$ cat src/rtl/arp_query_arbiter.sv
`default_nettype none
// ============================================================================
// Module   : arp_query_arbiter
// Purpose  : Round-robin arbiter sharing the single ARP cache query port
//            between N_PORTS requesters. One query in flight at a time; the
//            cache response is latched and returned only to the granted port.
// Options  : ARP_ARB_TIMEOUT_EN - adds a WAIT-state watchdog that returns an
//            error response after TIMEOUT_CYCLES and absorbs the late reply.
// Revision : 1.0 - initial release
// ============================================================================
module arp_query_arbiter #(
  parameter int N_PORTS        = 3,
  parameter int TIMEOUT_CYCLES = 1024
) (
  input  logic                   clk,
  input  logic                   rst,
  input  logic [N_PORTS-1:0]     req_valid,
  output logic [N_PORTS-1:0]     req_ready,
  input  logic [32*N_PORTS-1:0]  req_ip,
  output logic [N_PORTS-1:0]     resp_valid,
  input  logic [N_PORTS-1:0]     resp_ready,
  output logic                   resp_error,
  output logic [47:0]            resp_mac,
  output logic                   query_request_valid,
  input  logic                   query_request_ready,
  output logic [31:0]            query_request_ip,
  input  logic                   query_response_valid,
  output logic                   query_response_ready,
  input  logic                   query_response_error,
  input  logic [47:0]            query_response_mac,
  output logic                   busy
);

  localparam int c_grant_w = (N_PORTS > 1) ? $clog2(N_PORTS) : 1;
  localparam logic [N_PORTS-1:0] c_port_one = N_PORTS'(1);

  // Out-of-range configurations are rejected at elaboration.
  if (N_PORTS < 2 || N_PORTS > 8 || TIMEOUT_CYCLES < 2) begin : g_param_check
    $error("arp_query_arbiter: N_PORTS must be 2..8 and TIMEOUT_CYCLES >= 2");
  end

  typedef enum logic [1:0] {
    S_IDLE  = 2'd0,
    S_ISSUE = 2'd1,
    S_WAIT  = 2'd2,
    S_RESP  = 2'd3
  } state_t;

  state_t                r_state;
  state_t                w_state_nxt;
  logic [c_grant_w-1:0]  r_grant;
  logic [c_grant_w-1:0]  r_last_grant;
  logic [31:0]           r_ip;
  logic                  r_err;
  logic [47:0]           r_mac;
  logic [c_grant_w-1:0]  w_pick;
  logic                  w_found;
  logic                  w_timeout;

`ifdef ARP_ARB_TIMEOUT_EN
  logic [31:0]           r_timer;
  logic                  r_stale;

  assign w_timeout = (r_state == S_WAIT) && !query_response_valid &&
                     (r_timer == 32'(TIMEOUT_CYCLES - 1));
`else
  assign w_timeout = 1'b0;
`endif

  // Round-robin search starting one past the last served port.
  always_comb begin
    int idx;
    idx     = 0;
    w_found = 1'b0;
    w_pick  = '0;
    for (int k = 1; k <= N_PORTS; k++) begin
      idx = (int'(r_last_grant) + k) % N_PORTS;
      if (!w_found && ((req_valid & (c_port_one << idx)) != '0)) begin
        w_found = 1'b1;
        w_pick  = c_grant_w'(idx);
      end
    end
  end

  // Next-state and handshake outputs; everything is forced low while in reset.
  always_comb begin
    w_state_nxt          = r_state;
    req_ready            = '0;
    resp_valid           = '0;
    query_request_valid  = 1'b0;
    query_response_ready = 1'b0;
    case (r_state)
      S_IDLE: begin
        if (w_found) begin
          req_ready[w_pick] = 1'b1;
          w_state_nxt       = S_ISSUE;
        end
`ifdef ARP_ARB_TIMEOUT_EN
        // Soak up a reply that arrives after the watchdog already fired.
        query_response_ready = r_stale;
`endif
      end
      S_ISSUE: begin
        query_request_valid = 1'b1;
        if (query_request_ready) begin
          w_state_nxt = S_WAIT;
        end
      end
      S_WAIT: begin
        query_response_ready = 1'b1;
        if (query_response_valid || w_timeout) begin
          w_state_nxt = S_RESP;
        end
      end
      S_RESP: begin
        resp_valid[r_grant] = 1'b1;
        if (resp_ready[r_grant]) begin
          w_state_nxt = S_IDLE;
        end
      end
      default: w_state_nxt = S_IDLE;
    endcase
    if (rst) begin
      req_ready            = '0;
      resp_valid           = '0;
      query_request_valid  = 1'b0;
      query_response_ready = 1'b0;
    end
  end

  // State register plus grant, query IP and response capture.
  always_ff @(posedge clk or posedge rst) begin
    if (rst) begin
      r_state      <= S_IDLE;
      r_grant      <= '0;
      r_last_grant <= c_grant_w'(N_PORTS - 1);
      r_ip         <= '0;
      r_err        <= 1'b0;
      r_mac        <= '0;
    end else begin
      r_state <= w_state_nxt;
      case (r_state)
        S_IDLE: begin
          if (w_found) begin
            r_ip    <= req_ip[32*w_pick +: 32];
            r_grant <= w_pick;
          end
        end
        S_WAIT: begin
          if (query_response_valid) begin
            r_err <= query_response_error;
            r_mac <= query_response_mac;
          end else if (w_timeout) begin
            r_err <= 1'b1;
            r_mac <= '0;
          end
        end
        S_RESP: begin
          if (resp_ready[r_grant]) begin
            r_last_grant <= r_grant;
          end
        end
        default: ;
      endcase
    end
  end

`ifdef ARP_ARB_TIMEOUT_EN
  // Watchdog timer and stale-reply flag.
  always_ff @(posedge clk or posedge rst) begin
    if (rst) begin
      r_timer <= '0;
      r_stale <= 1'b0;
    end else if (r_state == S_ISSUE) begin
      r_timer <= '0;
      r_stale <= 1'b0;
    end else if (r_state == S_WAIT) begin
      r_timer <= r_timer + 32'd1;
      if (w_timeout) begin
        r_stale <= 1'b1;
      end
    end else if (r_state == S_IDLE && r_stale && query_response_valid) begin
      r_stale <= 1'b0;
    end
  end
`endif

  assign query_request_ip = r_ip;
  assign resp_error       = r_err;
  assign resp_mac         = r_mac;
  assign busy             = (r_state != S_IDLE);

endmodule
`default_nettype wire

$ cat config.mk
export PLATFORM = sky130hd
export DESIGN_NAME = arp_query_arbiter
export DESIGN_NICKNAME = d
export VERILOG_FILES = /design/src/rtl/arp_query_arbiter.sv
export SDC_FILE = /design/constraint.sdc
export NUM_CORES = 1
export LEC_CHECK = 0
export CAP_MARGIN = 30
export CORE_ASPECT_RATIO = 1.2
export CORE_MARGIN = 5
export CORE_UTILIZATION = 34
export CTS_CLUSTER_DIAMETER = 40
export DETAILED_ROUTE_END_ITERATION = 16
export PLACE_DENSITY = 0.86
export SYNTH_ARGS = -nofsm -noshare
export SYNTH_HDL_FRONTEND = slang
export SYNTH_SLANG_ARGS = --single-unit
$ cat constraint.sdc
create_clock -name clk -period 6.1 [get_ports clk]
set_clock_uncertainty 0.1 [all_clocks]
set_input_delay 1.83 -clock clk [delete_from_list [all_inputs] [get_ports clk]]
set_output_delay 1.83 -clock clk [all_outputs]
set_load 0.02 [all_outputs]
==> results by group <==
Run status
  • Status: completed

Setup path
  • Reg2reg start: r_last_grant[1]$_DFFE_PP1P_
  • CP endpoint: req_ready[0]
  • Crit path cell chain: clkdlybuf4s50_1, and2_4, a221o_1, a21oi_2, a21oi_4, buf_4, nor3b_2, clkdlybuf4s50_1
  • WP data required: 4.17 ns
  • Crit path max-delay family: buffers and inverters
  • Crit end category: output pin
  • Nature of the critical path startpoint: input port
  • Crit Path Max Fanout: 7
  • Crit path max-delay cell type: clkdlybuf4s50_1
  • WP depth: 8
  • WP buf/inv: 3
  • Reg2Reg Depth: 9
  • WS Path Type: input port to output pin
  • Most frequent CP cell: clkdlybuf4s50_1
  • RR Endpoint: query_request_ip[19]$_DFFE_PP0P_
  • FF-to-FF setup slack: 3.60 ns
  • Setup crit start: req_valid[2]
  • WP data arrival: 4.07 ns
  • Largest stage delay on the critical path: 0.64 ns

Synthesis
  • Top post-synthesis cells by area: dfrtp_1 52%, mux2_2 14%, mux2i_1 7.9%
  • Synth async-reset ratio: 100%
  • Mapped Area: 4160 um2
  • Syn_area_per_cell: 13.0 um2
  • Synth warnings: 0
  • Post-synth EDFFs: 0
  • Sequential area share after synthesis: 52.3%
  • Most frequent cell after synthesis: dfrtp_1
  • Most instantiated cells after synthesis: 86 x dfrtp_1, 52 x mux2_2, 33 x mux2i_1
  • Post-synth cell types: 44
  • Post-synthesis register bit count: 87
  • Yosys top cell by area: dfrtp_1
  • Post-synth top flop: dfrtp_1
  • Synth top area share: 51.7%
  • Mapped Cells: between 300 and 400
  • Syn_nets: 483

Final layout
  • Util after Layout: 58.4%
  • Multi-input logic area: 1770 um2
  • Reg area: roughly 2200 um2
  • # fillers: 992
  • Fin nets: 729
  • Design Area, Final: between 7000 and 8000 um2
  • Proportion of layout cells with a drive suffix above 1: 16.6%
  • Ant diodes: 0
  • Area Overhead vs Synth: 69.3%
  • Non-Filler Instances: 732

Timing
  • Minimum clock period: 6.00 ns
  • Endpoints failing setup: 0
  • Fin crit share: 98.4%
  • Unrepaired setup endpoints after global routing: no
  • Slew margin rel.: 56.8%
  • Final TNS setup: 0 ns
  • Worst Tran Pin Value: 0.648 ns
  • Final hold violation count: 0
  • Worst Hold Slack: approximately 0.4 ns
  • Final max-slew violation count: 0
  • Maximum clock frequency: 0.167 GHz

Placement
  • HPWL Detailed: 11100 um
  • Placed cell count: 716
  • PortBufs: 244
  • Final weighted congestion in routability-driven placement: 0.828
  • Dpl cell area: 6740 um2

Global route
  • Largest net degree at the start of global routing: 53
  • Initial antenna violation count: 0
  • Grt met3 use: 6.16%
  • GR peak layer: met2
  • Met1 GRT Util: 20.0%
  • First-pass GRT wire length: around 22000 um
  • Vias in the first global route: 4214
  • Global Route Usage Sum: 18.8%
  • Routing usage on met2: between 30% and 40%
  • Grt ovf: 0

Power
  • Max VDD drop: 0.000269 V
  • Logic pwr share: a little under three fifths
  • Clock share of power: 15.1%
  • Pwr/cell area: between 500 and 600 nW/um2
  • Switching share of power: 39.8%
  • P_leak: 2.96 nW
  • Switching Power: 0.00146 W
  • Power share of the sequential group: 28.1%
  • Power Internal: 0.00221 W

Drt
  • Average wire per standard cell: ~19 um
  • Via density: 5.07
  • Via count: roughly 3700
  • Residual DRC: 0
  • DRT Wirelength: 13800 um
  • Antenna Nets Post-Route: 0
  • Router iterations before antenna repair: 4
  • Starting DRC count in detailed routing: 122

Die
  • Core Footprint: 12100 um2
  • Die W: about 110 um
  • Top Ports: 245
  • Starting density of the core: between 30% and 40%
  • Row count: 44
  • Die area: 14600 um2
  • Die Ht: 131 um

Hold path
  • Hold Crit Start: query_request_ip[27]$_DFFE_PP0P_
  • Min-delay worst type: flop to flop

CTS
  • Clock-pin slew on the worst setup and hold paths: 0.06 ns
  • Cts bufs inserted: 9
  • TritonCTS clock tree: yes
  • Clk Latency, worst-skew pair: 0.33 ns
  • # H-tree levels: 3
  • Post-CTS Setup Bufs: 0
  • Clk sinks: 87
  • Clk buf depth: 2
  • Root Buffer: clkbuf_16

Run
  • Max_cap viols: 0
==> state kept, by name (all words and copies together) (netlist names) <==
register,flops
r_grant,2
query_request_ip,32
resp_mac,48
r_state,2
r_last_grant,2
resp_error,1
==> cell families (layout without fill, tap and decap cells) <==
kind of cell / count (synthesis) / after routing / share of synthesized area (%)
muxes: 85 / 85 / 22.0
AOI/OAI and AO/OA: 78 / 78 / 13.5
DFF: 87 / 87 / 52.3
adders and majority gates: 8 / 8 / 2.41
and+or+nand+nor: 29 / 29 / 4.42
buffers and inverters: 33 / 284 / 5.29
==> worst min path at each step <==
stage                                        to  slack, ns  cells past startpoint
4_1_cts        query_request_ip[27]$_DFFE_PP0P_       0.40                      2
3_3_place_gp   query_request_ip[27]$_DFFE_PP0P_       0.37                      2
2_1_floorplan       r_last_grant[0]$_DFFE_PP0P_       0.40                      2
5_1_grt        query_request_ip[27]$_DFFE_PP0P_       0.42                      2
6_report       query_request_ip[27]$_DFFE_PP0P_       0.40                      2
3_5_place_dp   query_request_ip[27]$_DFFE_PP0P_       0.39                      2
==> per-stage QoR <==
| stage | setup WS (ns) | power [W] |
|---|---|---|
| 2_1_floorplan | 0.610 | 0.00225 |
| 3_3_place_gp | 0.140 | 0.00305 |
| 3_5_place_dp | 0.0929 | 0.00314 |
| 4_1_cts | 0.0702 | 0.00372 |
| 5_1_grt | 0.0289 | 0.00390 |
| 6_report | 0.0952 | 0.00367 |
==> power by group through the flow <==
stage	Clock, W	Sequential, W	Combinational, W
2_1_floorplan	0	0.00134	0.000913
3_3_place_gp	0	0.00102	0.00203
3_5_place_dp	0	0.00104	0.00210
4_1_cts	0.000575	0.00103	0.00211
5_1_grt	0.000604	0.00107	0.00223
6_report	0.000554	0.00103	0.00209
==> layer usage <==
layer	share of wire, %	vias to the layer above
met2	54	155
met1	36	1828
li1	-	1697
met3	6.7	33
met5	0	-
met4	3.0	0
==> worst min-delay path: cells and delay by family, from the launching register on <==
family	cells	cell delay, ns
AO/OA/AOI/OAI	2	0.12
flip-flops	1	0.34
==> cell type report <==
type,count,share of cell area (%)
Clock inverter,7,1.12
Sequential cell,87,30.9
Tap cell,161,2.86
Timing Repair Buffer,256,36.2
Multi-Input combinational cell,200,25.1
Clock buffer,9,3.20
Inverter,12,0.693
==> what timing repair did <==
| action | in CTS | in global routing |
|---|---|---|
| endpoints found under the setup margin | 0 | 1 |
| hold buffers | 0 | 0 |
| resized for setup | 0 | 1 |
==> cells in the final DEF (no fill, tap or decap), types with 3 or more instances in the layout <==
cell	n
clkdlybuf4s50_1	243
inv_6	3
nor2_1	3
mux2i_1	33
buf_4	11
nor3_1	6
inv_1	10
o21ai_1	31
clkbuf_16	9
mux2_2	52
dfrtp_1	86
a32oi_1	32
nand2_1	4
ha_1	8
No activity file was read; power rests on OpenSTA's default activity.
